===== src/rtl/opm_sched_pkg.sv =====
// Shared types and default pacing constants for the OPM write scheduler.
package opm_sched_pkg;

    typedef enum logic [2:0] {
        ST_IDLE,
        ST_ADDR,
        ST_GAP,
        ST_DATA,
        ST_WAIT
    } opm_state_e;

    typedef struct packed {
        logic [7:0] reg_addr;
        logic [7:0] data;
    } opm_pair_t;

    localparam int DEF_ADDR_GAP  = 2;
    localparam int DEF_DATA_WAIT = 68;

endpackage


===== src/rtl/opm_sched_fifo.sv =====
// DEPTH-entry FIFO of {register, data} pairs; a push while full is taken when a pop frees a slot.
module opm_sched_fifo
    import opm_sched_pkg::*;
#(
    parameter int DEPTH = 16
) (
    input  logic                     clk,
    input  logic                     reset,
    input  logic                     push_i,
    input  opm_pair_t                wdata_i,
    input  logic                     pop_i,
    output opm_pair_t                rdata_o,
    output logic                     accept_o,
    output logic [$clog2(DEPTH):0]   count_o,
    output logic                     full_o,
    output logic                     empty_o
);
    localparam int AW = $clog2(DEPTH);

    opm_pair_t       mem_q [DEPTH];
    logic [AW-1:0]   wr_ptr_q, rd_ptr_q;
    logic [AW:0]     count_q, count_d;
    logic            do_pop;

    assign full_o   = (count_q == (AW+1)'(DEPTH));
    assign empty_o  = (count_q == '0);
    assign do_pop   = pop_i && !empty_o;
    assign accept_o = push_i && (!full_o || do_pop);
    assign rdata_o  = mem_q[rd_ptr_q];
    assign count_o  = count_q;

    always_comb begin
        count_d = count_q;
        case ({accept_o, do_pop})
            2'b10:   count_d = count_q + (AW+1)'(1);
            2'b01:   count_d = count_q - (AW+1)'(1);
            default: count_d = count_q;
        endcase
    end

    always_ff @(posedge clk or posedge reset) begin
        if (reset) begin
            wr_ptr_q <= '0;
            rd_ptr_q <= '0;
            count_q  <= '0;
        end else begin
            if (accept_o) wr_ptr_q <= wr_ptr_q + AW'(1);
            if (do_pop)   rd_ptr_q <= rd_ptr_q + AW'(1);
            count_q <= count_d;
        end
    end

    // Full push+pop shares a slot: the read side sees the old entry this cycle.
    always_ff @(posedge clk) begin
        if (accept_o) mem_q[wr_ptr_q] <= wdata_i;
    end

endmodule


===== src/rtl/opm_write_scheduler.sv =====
// Buffers CPU {register, data} writes and replays them to a jt51 with ce-tick spacing.
module opm_write_scheduler
    import opm_sched_pkg::*;
#(
    parameter int DEPTH     = 16,
    parameter int ADDR_GAP  = DEF_ADDR_GAP,
    parameter int DATA_WAIT = DEF_DATA_WAIT
) (
    input  logic       clk,
    input  logic       reset,
    input  logic       ce,
    input  logic       cpu_wr,
    input  logic       cpu_rd,
    input  logic       cpu_a0,
    input  logic [7:0] cpu_din,
    output logic [7:0] cpu_dout,
    output logic       opm_cs_n,
    output logic       opm_wr_n,
    output logic       opm_a0,
    output logic [7:0] opm_din,
    input  logic [7:0] opm_dout,
    output logic       overflow,
    output logic       idle
);
    localparam int CNT_MAX = (ADDR_GAP > DATA_WAIT) ? ADDR_GAP : DATA_WAIT;
    localparam int CW      = $clog2(CNT_MAX + 1);
    localparam int QW      = $clog2(DEPTH) + 1;

    opm_state_e      state_q, state_d;
    logic [CW-1:0]   cnt_q, cnt_d;
    opm_pair_t       pair_q, pair_d, fifo_rdata;
    logic [7:0]      din_q, din_d, latch_q;
    logic            overflow_q;
    logic            push, pop, accept, full, empty, strobe, status_rd;
    logic [QW-1:0]   count;

    assign push      = cpu_wr && cpu_a0;
    assign strobe    = (state_q == ST_ADDR) || (state_q == ST_DATA);
    assign status_rd = cpu_rd && !cpu_a0 && !strobe;

    opm_sched_fifo #(.DEPTH(DEPTH)) u_fifo (
        .clk      (clk),
        .reset    (reset),
        .push_i   (push),
        .wdata_i  ('{reg_addr: latch_q, data: cpu_din}),
        .pop_i    (pop),
        .rdata_o  (fifo_rdata),
        .accept_o (accept),
        .count_o  (count),
        .full_o   (full),
        .empty_o  (empty)
    );

    always_comb begin
        state_d = state_q;
        cnt_d   = cnt_q;
        pair_d  = pair_q;
        din_d   = din_q;
        pop     = 1'b0;
        case (state_q)
            ST_IDLE: pop = !empty;
            ST_ADDR: begin
                cnt_d   = CW'(ADDR_GAP);
                state_d = ST_GAP;
            end
            ST_GAP: if (ce && cnt_q != '0) begin
                cnt_d = cnt_q - CW'(1);
                if (cnt_q == CW'(1)) begin
                    state_d = ST_DATA;
                    din_d   = pair_q.data;
                end
            end
            ST_DATA: begin
                cnt_d   = CW'(DATA_WAIT);
                state_d = ST_WAIT;
            end
            ST_WAIT: if (ce && cnt_q != '0) begin
                cnt_d = cnt_q - CW'(1);
                if (cnt_q == CW'(1)) begin
                    pop     = !empty;
                    state_d = ST_IDLE;
                end
            end
            default: state_d = ST_IDLE;
        endcase
        // Popping always starts a new pair; the register byte drives the bus during ADDR.
        if (pop) begin
            state_d = ST_ADDR;
            pair_d  = fifo_rdata;
            din_d   = fifo_rdata.reg_addr;
        end
    end

    always_ff @(posedge clk or posedge reset) begin
        if (reset) begin
            state_q    <= ST_IDLE;
            cnt_q      <= '0;
            pair_q     <= '0;
            din_q      <= '0;
            latch_q    <= '0;
            overflow_q <= 1'b0;
        end else begin
            state_q <= state_d;
            cnt_q   <= cnt_d;
            pair_q  <= pair_d;
            din_q   <= din_d;
            if (cpu_wr && !cpu_a0) latch_q <= cpu_din;
            if (push && !accept)   overflow_q <= 1'b1;
            else if (status_rd)    overflow_q <= 1'b0;
        end
    end

    assign opm_wr_n = !strobe;
    assign opm_a0   = (state_q == ST_DATA);
    assign opm_cs_n = strobe ? 1'b0 : !cpu_rd;
    assign opm_din  = din_q;
    assign cpu_dout = status_rd ? {full, opm_dout[6:0]} : 8'hFF;
    assign overflow = overflow_q;
    assign idle     = (count == '0) && (state_q == ST_IDLE);

endmodule


===== config.mk =====
export PLATFORM = sky130hd
export DESIGN_NAME = opm_write_scheduler
export DESIGN_NICKNAME = d
export VERILOG_FILES = /design/src/rtl/opm_sched_pkg.sv /design/src/rtl/opm_sched_fifo.sv /design/src/rtl/opm_write_scheduler.sv
export SDC_FILE = /design/constraint.sdc
export NUM_CORES = 1
export LEC_CHECK = 0
export ABC_AREA = 1
export ABC_CLOCK_PERIOD_IN_PS = 5100
export CAP_MARGIN = 15
export CORE_AREA = 5 5 205 207
export CTS_CLUSTER_SIZE = 24
export DETAILED_ROUTE_END_ITERATION = 10
export DIE_AREA = 0 0 210 212
export PLACE_DENSITY_LB_ADDON = 0.05
export REMOVE_ABC_BUFFERS = 1
export SYNTH_ARGS = -nofsm -noshare
export SYNTH_HDL_FRONTEND = slang
export SYNTH_SLANG_ARGS = --single-unit

===== constraint.sdc =====
create_clock -name clk -period 5.1 [get_ports clk]
set_input_delay 1.02 -clock clk [delete_from_list [all_inputs] [get_ports clk]]
set_output_delay 1.02 -clock clk [all_outputs]
set_load 0.02 [all_outputs]

==> results.json <==
{
  "powerDensity_mw_per_mm2": 598,
  "drt_first_pass_iters": 5,
  "start_util": 0.314,
  "grt_max_degree": 139,
  "grt_overflow": 0,
  "fin_util": 0.370,
  "cts_setup_buffers": 0,
  "synth_edf_count": 256,
  "fillers": 4004,
  "cts-resized-gates": 0,
  "crit_path_start": "cnt_q[0]",
  "die_h_um": 212,
  "insertion_delay_ns": 0.53,
  "syn_area_mm2": 0.0126,
  "cts_buffers": 37,
  "status": "completed",
  "leakagePower_nw": 5.42,
  "crit_required_ns": 4.08,
  "ctsHoldBuffers": 0,
  "multi_input_area_mm2": 0.00329,
  "clock_path_buffers": 3,
  "tns_ns": 0,
  "max_stage_delay_ns": 0.61,
  "rrSetupSlack_ns": 1.83,
  "yosys.cell_count.top_type": "edfxtp_1",
  "io_pins": 43,
  "drc": 0,
  "tightest_slew_ns": 0.922,
  "ys_top_cells_by_area": "edfxtp_1 61%, dfrtp_1 9.5%, nand2_1 6.5%",
  "reg2reg_to": "u_fifo.mem_q[12][5]",
  "reg2reg_depth": 13,
  "grt_pass1_vias": 8035,
  "worst_path_most_repeated_cell": "nand2_1",
  "ys_warn_count": 0,
  "finClkSkew_ns": 0.0171,
  "cp.arrival_ns": 2.85,
  "dp_hpwl_mm": 20.2,
  "synth.top_cells.by_count": "256 x edfxtp_1, 218 x nand2_1, 160 x nor2_1",
  "holdPathStages": 2,
  "ys_ff_latch": 304,
  "ctsHtreeMaxLevel": 2,
  "synth_cell_types": 37,
  "area_delta_synth_final_pct": 17.8,
  "wl_per_cell_um": 20.8,
  "ctsRootBufferMaster": "clkbuf_16",
  "globalplace.congestion": 0.755,
  "avgSynthCellArea_um2": 11.7,
  "syn_inst": 1080,
  "io_buffers": 41,
  "crit_type": "register to output pin",
  "min_to": "pair_q[7]",
  "die_x_um": 210,
  "min_from": "pair_q[7]",
  "finalHoldViolCount": 0,
  "nets": 1165,
  "setup_viol": 0,
  "cts.sinks": 304,
  "cp_max_fo": 13,
  "final_layout_size_suffix_gt1_frac": 0.117,
  "min_period_ns": 3.87,
  "drv_slew": 0,
  "fp.dieArea_mm2": 0.0445,
  "num_rows": 74,
  "drt_first_iter_violations": 476,
  "cp_slowest_cell": "clkdlybuf4s50_1",
  "clkSlewWorstSetupHoldPaths_ns": 0.05,
  "irDropWorstVdd_mv": 0.322,
  "start_kind": "register",
  "finalWirelength_mm": 35.2,
  "ys_async_sr_fraction": 0.158,
  "ant_nets": 0,
  "vias_per_cell": 4.75,
  "grt_pass1_wl_mm": 53.1,
  "tritoncts": "built",
  "num_vias": 8037,
  "rr_startpoint": "cnt_q[1]",
  "slew_headroom": 0.385,
  "endpoint_kind": "output pin",
  "grt_antenna_before_repair": 0,
  "crit_chain": "inv_1 -> ha_1 -> inv_2 -> nor2_2 -> nand2_1 -> nand2_1 -> nand2_1 -> nand2_2 -> nand2_1 -> inv_1 -> clkdlybuf4s50_1",
  "rsz0062_at_grt": "false",
  "core-area_mm2": 0.0402,
  "period_share": 0.759,
  "grt_util_all_layers": 0.160,
  "synth_top_area_frac": 0.609,
  "synth_flop_cell": "edfxtp_1",
  "max_freq_ghz": 0.258,
  "seqCellArea_mm2": 0.00889,
  "min_path_type": "register to register",
  "yosysSeqAreaShare": 0.704,
  "yosysTopAreaCell": "edfxtp_1",
  "max-cap-violations": 0
}
-- final cells by class --
| class | instances | area share |
|---|---|---|
| Sequential cell | 304 | 0.598 |
| Timing Repair Buffer | 65 | 0.0414 |
| Tap cell | 532 | 0.0448 |
| Clock buffer | 49 | 0.0715 |
| Antenna cell | 1 | 0.000168 |
| Clock inverter | 18 | 0.00724 |
| Inverter | 60 | 0.0153 |
| Multi-Input combinational cell | 664 | 0.221 |
-- registers in the layout (all words and copies together) (netlist names), 3 cells and up --
| register | flops |
|---|---|
| state_q | 3 |
| latch_q | 8 |
| u_fifo.mem_q | 256 |
| u_fifo.wr_ptr_q | 4 |
| u_fifo.count_o | 5 |
| opm_din | 8 |
| pair_q | 8 |
| cnt_q | 7 |
| u_fifo.rd_ptr_q | 4 |
-- report_power, final --
part / internal (W) / leakage (nW) / switching, W
combinational: 0.000929 / 1.94 / 0.00220
sequential: 0.00300 / 2.90 / 0.000227
clock: 0.00151 / 0.583 / 0.00102
total: 0.00544 / 5.42 / 0.00345
-- layout by cell type (no fill, tap or decap), types with 7 or more instances in the layout --
| cell type | n |
|---|---|
| a21oi_1 | 19 |
| buf_4 | 22 |
| clkbuf_16 | 39 |
| clkdlybuf4s50_1 | 41 |
| clkinv_1 | 10 |
| clkinv_2 | 7 |
| dfrtp_1 | 46 |
| edfxtp_1 | 256 |
| ha_1 | 10 |
| inv_1 | 43 |
| inv_2 | 15 |
| mux2_2 | 8 |
| nand2_1 | 218 |
| nand3_1 | 47 |
| nor2_1 | 146 |
| nor2_2 | 18 |
| o211ai_1 | 33 |
| o21ai_0 | 72 |
| o21ai_1 | 40 |
| o221ai_1 | 12 |
| xor2_1 | 11 |
-- worst max path at each step --
stage	end	slack, ns	cells after the start
2_1_floorplan	opm_din[6]	0.66	11
3_3_place_gp	u_fifo.mem_q[14][1]	1.12	10
3_5_place_dp	u_fifo.mem_q[12][5]	1.07	10
4_1_cts	idle	1.15	11
5_1_grt	idle	0.97	11
6_report	idle	1.23	11
-- per-stage QoR --
step / cell area [um^2] / worst slack [ns] / cells / hold slack (ns) / power (W)
finish: 14900 / 1.23 / 1693 / 0.473 / 0.00889
CTS: 14900 / 1.15 / 1692 / 0.476 / 0.00907
detailed placement: 13700 / 1.07 / 1625 / 0.461 / 0.00648
floorplan: 12400 / 0.657 / 1028 / 0.443 / 0.00519
global route: 14900 / 0.969 / 1692 / 0.496 / 0.00951
global placement: 13700 / 1.12 / 1625 / 0.459 / 0.00649
-- cell families after synthesis --
group	Yosys count	share of synthesized area
flops	304	0.704
compound gates	188	0.0874
xor+xnor	11	0.00763
fa+ha+maj	11	0.0115
simple gates	446	0.143
buf+inv	112	0.0388
mux	8	0.00714
-- worst max-delay path: cells and delay by family, from the launching register on --
family	cells	cell delay, ns
adders and majority gates	1	0.19
buffers and inverters	4	0.85
DFF	1	0.38
and+or+nand+nor	6	0.90
-- metal layers --
metal,part of all wire,vias up,track usage
met2,0.47,113,0.263
met5,0,-,0
li1,-,3886,-
met3,0.032,44,0.0226
met4,0.016,0,0.0383
met1,0.48,3994,0.225
Note: power is estimated with default switching activity, not from simulation.
